==> config.mk <==
export PLATFORM = sky130hd
export DESIGN_NAME = mem_access_stage
export DESIGN_NICKNAME = d
export VERILOG_FILES = /design/src/rtl/mem_access_stage.sv
export SDC_FILE = /design/constraint.sdc
export NUM_CORES = 1
export LEC_CHECK = 0
export BUFFER_PORTS_ARGS = -buffer_cell sky130_fd_sc_hd__buf_2
export CAP_MARGIN = 20
export CORE_AREA = 2 2 177 179
export CTS_CLUSTER_DIAMETER = 80
export DETAILED_ROUTE_END_ITERATION = 7
export DIE_AREA = 0 0 179 181
export MAX_ROUTING_LAYER = met4
export SETUP_SLACK_MARGIN = 0.15
export SLEW_MARGIN = 10
export SYNTH_ARGS = -nofsm -noshare
export SYNTH_HDL_FRONTEND = slang
export SYNTH_SLANG_ARGS = --single-unit
==> constraint.sdc <==
create_clock -name clk -period 2.11 [get_ports clk]
set_input_delay 0.422 -clock clk [delete_from_list [all_inputs] [get_ports clk]]
set_output_delay 0.422 -clock clk [all_outputs]
set_load 0.01 [all_outputs]
==> src/rtl/mem_access_stage.sv <==
// ---------------------------------------------------------------------------
// mem_access_stage
//
// MEM stage of the 5-stage RV32I pipeline. Takes the EX/MEM register outputs,
// drives the data-memory request/ready handshake, resolves branch/jal/jalr
// redirects and produces the MEM/WB pipeline register.
//
// A two-state FSM (IDLE/WAIT) absorbs multi-cycle memory. While an access is
// outstanding, stall_out freezes IF/ID/EX. A wait counter bounds every access
// to MAX_WAIT cycles. After that the access is abandoned and reported as a
// fault.
//
// Parameters:
//   MAX_WAIT      cycles to wait for dmem_ready before aborting (1..255)
//   RESET_PC_TGT  PCtarget_out value while reset is asserted
//
// Ports:
//   clk, reset               clock, synchronous active-high reset
//   Ctl_*_in, jal/jalr/Zero  EX/MEM control and jump flags
//   funct3_in, Rd_in         access width/sign and destination register
//   ALUresult_in, PCimm_in,
//   ReadData2_in, PC_in      EX/MEM data (address, branch target, store data, PC)
//   dmem_*                   data-memory request/ready interface
//   mem_data_out             forwarding value to EX (= ALUresult_in)
//   stall_out                freeze upstream stages
//   PCSrc_out, PCtarget_out  fetch redirect and its target
//   misalign_out, fault_out  registered one-cycle error pulses
//   Ctl_*_out, Rd_out,
//   ReadData_out,
//   ALUresult_out            MEM/WB pipeline register
//   stat_*_out               statistics counters (zero unless enabled)
//
// Optional feature: define MEM_STATS_EN to build the access/stall counters.
// ---------------------------------------------------------------------------
module mem_access_stage #(
    parameter int unsigned MAX_WAIT     = 15,
    parameter logic [31:0] RESET_PC_TGT = 32'h0
) (
    input  logic        clk,
    input  logic        reset,
    input  logic        Ctl_MemtoReg_in,
    input  logic        Ctl_RegWrite_in,
    input  logic        Ctl_MemRead_in,
    input  logic        Ctl_MemWrite_in,
    input  logic        Ctl_branch_in,
    input  logic        jal_in,
    input  logic        jalr_in,
    input  logic        Zero_in,
    input  logic [2:0]  funct3_in,
    input  logic [4:0]  Rd_in,
    input  logic [31:0] ALUresult_in,
    input  logic [31:0] PCimm_in,
    input  logic [31:0] ReadData2_in,
    input  logic [31:0] PC_in,
    output logic        dmem_req,
    output logic        dmem_we,
    output logic [31:0] dmem_addr,
    output logic [31:0] dmem_wdata,
    output logic [3:0]  dmem_be,
    input  logic        dmem_ready,
    input  logic [31:0] dmem_rdata,
    output logic [31:0] mem_data_out,
    output logic        stall_out,
    output logic        PCSrc_out,
    output logic [31:0] PCtarget_out,
    output logic        misalign_out,
    output logic        fault_out,
    output logic        Ctl_MemtoReg_out,
    output logic        Ctl_RegWrite_out,
    output logic [4:0]  Rd_out,
    output logic [31:0] ReadData_out,
    output logic [31:0] ALUresult_out,
    output logic [31:0] stat_access_cnt_out,
    output logic [31:0] stat_stall_cnt_out
);

    typedef enum logic {
        ST_IDLE,
        ST_WAIT
    } state_e;

    localparam logic [7:0] LAST_WAIT = 8'(MAX_WAIT - 1);

    state_e      state_q, state_d;
    logic [7:0]  waitCnt_q, waitCnt_d;

    logic        memOp;
    logic        misalignedAddr;
    logic        accessNow;
    logic        lastWait;
    logic        timeoutNow;
    logic        misalignNow;
    logic        memFaultNow;
    logic        branchCond;
    logic [31:0] shiftedData;
    logic [7:0]  byteVal;
    logic [15:0] halfVal;
    logic [31:0] loadData;

    logic        memtoReg_q, regWrite_q, misalign_q, fault_q;
    logic [4:0]  rd_q;
    logic [31:0] readData_q, aluResult_q;

    // Decode the access. A word needs 4-byte alignment and a half 2-byte
    // alignment. A misaligned access never reaches the memory at all.
    always_comb begin
        memOp          = Ctl_MemRead_in | Ctl_MemWrite_in;
        misalignedAddr = ((funct3_in[1:0] == 2'b10) && (ALUresult_in[1:0] != 2'b00)) ||
                         ((funct3_in[1:0] == 2'b01) && ALUresult_in[0]);
        accessNow      = memOp & ~misalignedAddr;
    end

    // FSM state register, together with the wait counter that bounds how long
    // we sit in WAIT.
    always_ff @(posedge clk) begin
        if (reset) begin
            state_q   <= ST_IDLE;
            waitCnt_q <= 8'd0;
        end else begin
            state_q   <= state_d;
            waitCnt_q <= waitCnt_d;
        end
    end

    // FSM next-state logic. A zero-wait memory finishes in IDLE without ever
    // entering WAIT. WAIT leaves on ready or when the wait budget runs out.
    always_comb begin
        state_d   = state_q;
        waitCnt_d = waitCnt_q;
        case (state_q)
            ST_IDLE: begin
                if (accessNow && !dmem_ready) begin
                    state_d   = ST_WAIT;
                    waitCnt_d = 8'd0;
                end
            end
            ST_WAIT: begin
                if (dmem_ready || (waitCnt_q == LAST_WAIT)) begin
                    state_d = ST_IDLE;
                end else begin
                    waitCnt_d = waitCnt_q + 8'd1;
                end
            end
            default: state_d = ST_IDLE;
        endcase
    end

    // FSM outputs. The request is combinational, so a same-cycle ready causes
    // no stall. On the final wait cycle the stall drops even without ready,
    // which lets the pipeline move on and the access retire as a fault.
    always_comb begin
        lastWait    = (state_q == ST_WAIT) && (waitCnt_q == LAST_WAIT);
        dmem_req    = !reset && ((state_q == ST_WAIT) || ((state_q == ST_IDLE) && accessNow));
        stall_out   = dmem_req && !dmem_ready && !lastWait;
        timeoutNow  = dmem_req && !dmem_ready && lastWait;
        misalignNow = memOp && misalignedAddr && !stall_out;
        memFaultNow = timeoutNow || misalignNow;
    end

    // Store lane steering. Sub-word store data is replicated across the bus so
    // that the byte enables alone select the lanes. Loads always read the
    // full word and then extract the lane locally.
    always_comb begin
        dmem_addr    = ALUresult_in;
        mem_data_out = ALUresult_in;
        dmem_we      = Ctl_MemWrite_in && !misalignedAddr;
        case (funct3_in[1:0])
            2'b00: begin
                dmem_wdata = {4{ReadData2_in[7:0]}};
                dmem_be    = 4'b0001 << ALUresult_in[1:0];
            end
            2'b01: begin
                dmem_wdata = {2{ReadData2_in[15:0]}};
                dmem_be    = 4'b0011 << ALUresult_in[1:0];
            end
            default: begin
                dmem_wdata = ReadData2_in;
                dmem_be    = 4'b1111;
            end
        endcase
        if (!Ctl_MemWrite_in) begin
            dmem_be = 4'b1111;
        end
    end

    // Load extraction. The byte lane comes from addr[1:0] and the half lane
    // from addr[1]. The upper funct3 bit selects zero- rather than
    // sign-extension.
    always_comb begin
        shiftedData = dmem_rdata >> {ALUresult_in[1:0], 3'b000};
        byteVal     = shiftedData[7:0];
        halfVal     = ALUresult_in[1] ? dmem_rdata[31:16] : dmem_rdata[15:0];
        case (funct3_in)
            3'b000:  loadData = {{24{byteVal[7]}}, byteVal};
            3'b001:  loadData = {{16{halfVal[15]}}, halfVal};
            3'b100:  loadData = {24'h0, byteVal};
            3'b101:  loadData = {16'h0, halfVal};
            default: loadData = dmem_rdata;
        endcase
    end

    // Redirect resolution. beq takes on Zero. Every other branch type relies
    // on the ALU producing a non-zero result when its condition holds. No
    // redirect is issued while the stage is stalled.
    always_comb begin
        branchCond   = (funct3_in == 3'b000) ? Zero_in : !Zero_in;
        PCSrc_out    = !stall_out && ((Ctl_branch_in && branchCond) || jal_in || jalr_in);
        if (reset) begin
            PCtarget_out = RESET_PC_TGT;
        end else if (jalr_in) begin
            PCtarget_out = {ALUresult_in[31:1], 1'b0};
        end else begin
            PCtarget_out = PCimm_in;
        end
    end

    // MEM/WB pipeline register. A stall inserts a bubble by dropping the write
    // controls while the data fields hold. A load that faulted or was
    // misaligned retires without writing the register file.
    always_ff @(posedge clk) begin
        if (reset) begin
            memtoReg_q  <= 1'b0;
            regWrite_q  <= 1'b0;
            rd_q        <= 5'd0;
            readData_q  <= 32'h0;
            aluResult_q <= 32'h0;
            misalign_q  <= 1'b0;
            fault_q     <= 1'b0;
        end else begin
            misalign_q <= misalignNow;
            fault_q    <= timeoutNow;
            if (stall_out) begin
                memtoReg_q <= 1'b0;
                regWrite_q <= 1'b0;
            end else begin
                memtoReg_q  <= Ctl_MemtoReg_in;
                regWrite_q  <= Ctl_RegWrite_in && !(Ctl_MemRead_in && memFaultNow);
                rd_q        <= Rd_in;
                readData_q  <= memFaultNow ? 32'h0 : loadData;
                aluResult_q <= (jal_in || jalr_in) ? (PC_in + 32'd4) : ALUresult_in;
            end
        end
    end

    assign Ctl_MemtoReg_out = memtoReg_q;
    assign Ctl_RegWrite_out = regWrite_q;
    assign Rd_out           = rd_q;
    assign ReadData_out     = readData_q;
    assign ALUresult_out    = aluResult_q;
    assign misalign_out     = misalign_q;
    assign fault_out        = fault_q;

`ifdef MEM_STATS_EN
    logic [31:0] statAccess_q;
    logic [31:0] statStall_q;

    // Statistics counters. An access counts once, on the cycle it leaves the
    // stage (ready or timeout), i.e. when the request is up and the stall has
    // dropped. Both counters wrap naturally.
    always_ff @(posedge clk) begin
        if (reset) begin
            statAccess_q <= 32'h0;
            statStall_q  <= 32'h0;
        end else begin
            if (dmem_req && !stall_out) begin
                statAccess_q <= statAccess_q + 32'd1;
            end
            if (stall_out) begin
                statStall_q <= statStall_q + 32'd1;
            end
        end
    end

    assign stat_access_cnt_out = statAccess_q;
    assign stat_stall_cnt_out  = statStall_q;
`else
    assign stat_access_cnt_out = 32'h0;
    assign stat_stall_cnt_out  = 32'h0;
`endif

endmodule

==> flow_summary_export.csv, run 1 <==
group,metric,value,unit
cts,cts_tree,"yes",
synth,synth_compound_area_frac,0.185,
synth,synth_top_family_by_area,"buffers and inverters",
global_route,overflow,0,
synth,avgSynthCellArea,7.96,µm²
global_route,grt_util_met3,0.0284,
global_route,first_global_vias,6407,
floorplanning,die-height,181,µm
critical_path,critPathArrivalTime,1670,ps
cts,insertion_delay,350,ps
sta,fin_crit,2100,ps
synth,syn_area,6360,µm²
floorplanning,row_count,64,
floorplanning,initial_core_util,0.209,
route,drt_pass1_iterations,4,
synth,synth_cell_types,65,
sta,fin_setup_tns,0,ps
place,gp_congestion,0.927,
floorplanning,pin_count,452,
cts,cts_max_level,3,
cells_and_area,multi_input_area,3860,µm²
cells_and_area,fillCellCount,3312,
route,remaining_drc_errors,0,
critical_path,cp_slowest_cell,"dfxtp_2",
route,detail-route-antenna-nets,0,
sta,timing.fmax,477,MHz
pwr,total_power,4.93,mW
synth,netlist.area_leader.share,0.258,
cells_and_area,syn_to_final_growth,41.6,%
sta,worst_slack,13.8,ps
critical_path,worstPathCellList,"inv_2 -> ha_4 -> and4b_2 -> a21oi_4 -> o211a_4 -> nor2_4 -> buf_6",
synth,synthTopCellsByCount,"139 x buf_4, 82 x dfxtp_1, 76 x nor2_1",
cts,cts.clk_slew.worst_paths,70,ps
cells_and_area,nets,1333,
place,place_area,8260,µm²
global_route,grt.busiest_layer,"met2",
global_route,grt_max_degree,48,
synth,synthMuxAreaShare,0.107,
global_route,grtUsageMet1,0.173,
sta,tightest_slew,765,ps
route,routed_wl,26400,µm
synth,postSynth.asyncResetShare,0,
pwr,power.leakage,4.49,nW
synth,yosysWarnings,0,
synth,ys_ff_latch,82,
floorplanning,fp.coreArea,30300,µm²
route,wl_per_cell,17.0,µm
sta,fin_hold_ws,314,ps
sta,hold_viol,0,
global_route,antenna_found_initial,2,
sta,fin_crit_sh,0.993,
synth,synth_fa_ha_area_frac,0.00591,
synth,synthSimpleGateAreaFrac,0.204,
hold_path,hold_class,"input pin to register",
critical_path,cp-end-kind,"primary output",
critical_path,cp.required,1690,ps
global_route,grt_pass1_wl,37100,µm
cts,clockRootBuffer,"clkbuf_16",
synth,synth.area.top_cells,"dfxtp_1 26%, buf_4 16%, mux2i_1 6.8%",
cts,numCtsBuffers,9,
pwr,p_per_area,548,nW/µm²
synth,syn_inst,799,
cts,clockBufferDepth,2,
place,io_buffers,387,
cells_and_area,regArea,1650,µm²
synth,yosysSeqAreaShare,0.258,
synth,synth-main-ff-cell,"dfxtp_1",
sta,drv_slew,0,
sta,setup_viol,0,
pwr,ir_drop,0.320,mV
route,dr_total_vias,6997,
sta,slew-limit-headroom,0.490,
floorplanning,fp.dieW,179,µm
synth,synth-xor-area-share,0.0358,
sta,rsz0062_at_grt,"true",
place,place_ws,-204,ps
global_route,track_usage,0.156,
place,hpwl,20900,µm
synth,synth_edf_count,0,
outcome,status,"complete, no violations",
cells_and_area,fin_area,9000,µm²
critical_path,crit_fanout,3,
critical_path,path_class,"register to primary output",
sta,clock_skew,10.2,ps
floorplanning,dieArea,32400,µm²
flow_run,cap_violations,0,
critical_path,start_kind,"register",
route,via_per_inst,4.50,
synth,synth.most_common_cell,"buf_4",
cts,cts_sinks,82,
route,drtIter0Drc,343,
critical_path,slowest_delay,340,ps
global_route,grt_use_met2,0.278,
synth,synth.largest_area_cell,"dfxtp_1",
cells_and_area,layout-drive-gt1-share,0.472,
## placed cells by master, fill, tap and decap left out, types with 6 or more instances in the layout
master	count
dfxtp_1	79
buf_6	9
nand3_1	19
a21oi_1	22
nand4_1	16
mux2i_1	43
buf_2	388
inv_1	16
buf_4	55
nand2b_1	23
o221ai_1	8
mux2_2	18
xor2_1	18
nor3_1	7
and3_1	7
nand2_1	74
buf_12	6
nor2_1	70
a21o_1	10
o211ai_1	13
clkbuf_16	10
xnor2_1	8
a22o_1	19
o21ai_0	32
conb_1	64
a221oi_1	11
## worst max-delay path: cells and delay by family (launching register included)
kind / cells / cell delay, ps
compound gates: 2 / 390
flops: 1 / 340
simple gates: 2 / 300
buf+inv: 2 / 170
fa+ha+maj: 1 / 140
## registers in the layout, summed over array words and instances (netlist names), 5 cells and up
| name | cells |
|---|---|
| Rd_out | 5 |
| waitCnt_q | 8 |
| ALUresult_out | 32 |
| ReadData_out | 32 |
## per-stage QoR
step	instances	util
after floorplan	862	-
after global placement	1518	0.272
after detailed placement	1518	0.272
after CTS	1537	0.284
after global routing	1554	0.296
final	1555	0.296
## routing by layer
layer | up-vias | part of all wire
li1 | 3341 | -
met1 | 3272 | 0.40
met2 | 356 | 0.51
met3 | 28 | 0.076
met4 | 0 | 0.023
met5 | - | 0
## power breakdown
group	total, mW	internal, mW	switching [mW]	leakage [nW]
registers	1.73	1.66	0.0646	0.678
clock network	1.61	0.820	0.792	0.133
logic	1.59	0.694	0.900	3.67
## path summary, 6_finish.rpt
path	start	slack [ps]	cells past startpoint	endpoint
worst min-delay path	Rd_in[2]	310	3	Rd_out[2]
worst max register to register	waitCnt_q[0]	40	10	waitCnt_q[5]
worst min register to register	Rd_out[2]	450	2	Rd_out[2]
worst max-delay path	waitCnt_q[0]	10	7	PCSrc_out
## cells by family (layout without fill, tap and decap cells)
family / after synthesis / after routing
other cells: 1 / 67
flops: 82 / 82
simple gates: 259 / 259
xor+xnor: 26 / 26
buf+inv: 201 / 494
compound gates: 164 / 165
mux: 63 / 63
fa+ha+maj: 3 / 3
## final cells by class
class,instances,area share
inverter,17,0.00709
antenna,3,0.000834
clock inverter,7,0.00654
multi-input combinational,580,0.430
clock buffer,9,0.0250
sequential,82,0.183
tap,396,0.0551
timing repair buffer,461,0.292
## repair_timing
action	CTS	global route
hold buffers	0	0
cloned	0	4
setup endpoints to repair	31	51
pin swaps	5	29
gates resized for setup	15	48
setup buffers	3	11
Power figures use the tool's default switching activity.
==> run 2, diff against run 1 <==
Settings changed: MAX_ROUTING_LAYER met4 to not set.
==> flow_summary_export.csv, run 2 (synthesis results as in run 1) <==
group,metric,value,unit
global_route,track_usage,0.149,
critical_path,cp.required,1690,ps
critical_path,cp_slowest_cell,"dfxtp_2",
cells_and_area,syn_to_final_growth,37.9,%
critical_path,start_kind,"register",
floorplanning,die-height,181,µm
route,via_per_inst,4.50,
place,gp_congestion,0.936,
sta,slew-limit-headroom,0.599,
critical_path,critPathArrivalTime,1660,ps
floorplanning,fp.dieW,179,µm
cells_and_area,nets,1324,
cts,cts.clk_slew.worst_paths,70,ps
sta,hold_viol,0,
global_route,grt_pass1_wl,36300,µm
sta,rsz0062_at_grt,"true",
cells_and_area,layout-drive-gt1-share,0.457,
floorplanning,row_count,64,
sta,tightest_slew,598,ps
critical_path,r2r_slack,80,ps
global_route,grt_max_degree,48,
cts,clockBufferDepth,2,
critical_path,r2r_end,"waitCnt_q[3]",
critical_path,worstReg2RegStart,"waitCnt_q[0]",
critical_path,crit_fanout,3,
sta,setup_viol,0,
sta,fin_crit_sh,0.987,
route,wl_per_cell,16.8,µm
place,hpwl,20900,µm
hold_path,min_to,"Ctl_MemtoReg_out",
place,io_buffers,387,
cells_and_area,fin_util,0.289,
floorplanning,initial_core_util,0.209,
critical_path,worstPathCellList,"inv_2 -> ha_4 -> and4b_2 -> a21oi_4 -> o211a_4 -> nor2_4 -> buf_6",
cts,cts_sinks,82,
pwr,ir_drop,0.325,mV
hold_path,hold_start,"Ctl_MemtoReg_in",
sta,timing.fmax,480,MHz
sta,drv_slew,0,
cells_and_area,multi_input_area,3750,µm²
route,routed_wl,25900,µm
cells_and_area,antennaDiodeCount,0,
floorplanning,dieArea,32400,µm²
global_route,antenna_found_initial,2,
pwr,p_per_area,563,nW/µm²
flow_run,cap_violations,0,
pwr,power.leakage,4.41,nW
cts,numCtsBuffers,9,
cells_and_area,fillCellCount,3354,
cells_and_area,layout_commonest_cell,"buf_2",
floorplanning,fp.coreArea,30300,µm²
route,drtIter0Drc,310,
critical_path,path_class,"register to primary output",
sta,clock_skew,20.5,ps
cells_and_area,mostFrequentLayoutCells,"385 x buf_2, 80 x dfxtp_1, 74 x nand2_1, 71 x nor2_1, 64 x conb_1",
global_route,overflow,0,
route,dr_total_vias,6948,
critical_path,worstRegToRegCells,9,
hold_path,hold_class,"input pin to register",
critical_path,slowest_delay,340,ps
cts,cts_max_level,3,
cts,insertion_delay,360,ps
hold_path,hold_path_depth,2,
cts,cts_hold_buf,0,
sta,worst_slack,26.9,ps
place,place_ws,-125,ps
floorplanning,pin_count,452,
cells_and_area,regArea,1640,µm²
route,drt_pass1_iterations,5,
outcome,status,"complete, no violations",
pwr,total_power,4.93,mW
route,remaining_drc_errors,0,
sta,fin_crit,2080,ps
global_route,first_global_vias,6379,
cts,cts_tree,"yes",
critical_path,cp-end-kind,"primary output",
cts,clockRootBuffer,"clkbuf_16",
route,detail-route-antenna-nets,0,
==> run 2: where the power goes <==
group / switching, mW / internal [mW]
sequential: 0.0651 / 1.66
clock: 0.835 / 0.848
combinational: 0.865 / 0.656
==> run 2: worst max-delay path: cells and delay by family (launching register included) <==
| kind | cells | cell delay (ps) |
|---|---|---|
| AO/OA/AOI/OAI | 2 | 380 |
| flip-flops | 1 | 340 |
| AND/OR/NAND/NOR | 2 | 300 |
| buffers and inverters | 2 | 170 |
| adder cells (fa/ha/maj) | 1 | 140 |
==> run 2: layout make-up <==
cell class	count	share of cell area
tap	396	0.0565
clock inverter	7	0.00871
clock buffer	9	0.0257
sequential	82	0.188
timing repair buffer	453	0.286
inverter	17	0.00728
multi-input combinational	579	0.428
==> run 2: worst max path at each step <==
stage	from	to	slack, ps	depth (start not counted)
after floorplan	funct3_in[0]	PCSrc_out	130	8
after global placement	PC_in[2]	ALUresult_out[30]	-80	8
after detailed placement	ALUresult_in[0]	ReadData_out[22]	-130	6
after CTS	waitCnt_q[0]	PCSrc_out	-30	7
after global routing	waitCnt_q[0]	PCSrc_out	-40	7
final	waitCnt_q[0]	PCSrc_out	30	7
==> run 2: through the flow <==
step | area [µm²] | hold slack, ps | instances | TNS, ps
after detailed placement | 8260 | 440 | 1516 | -2020
after global routing | 8760 | 305 | 1543 | -161
after global placement | 8260 | 437 | 1516 | -966
after CTS | 8640 | 292 | 1535 | -39.7
final | 8760 | 316 | 1543 | 0
after floorplan | 6640 | 452 | 862 | 0
==> run 2: routing by layer <==
layer | part of all wire | global-route usage | wire length [µm]
met1 | 0.39 | 0.172 | 10100
met2 | 0.49 | 0.264 | 12700
met3 | 0.088 | 0.0305 | 2270
met4 | 0.030 | 0.0598 | 778
met5 | 0.00050 | 0 | 13
==> run 2: timing repair <==
action,CTS,global route
resized for setup,15,14
setup buffers,3,7
pin swaps,5,4
setup endpoints to repair,27,47
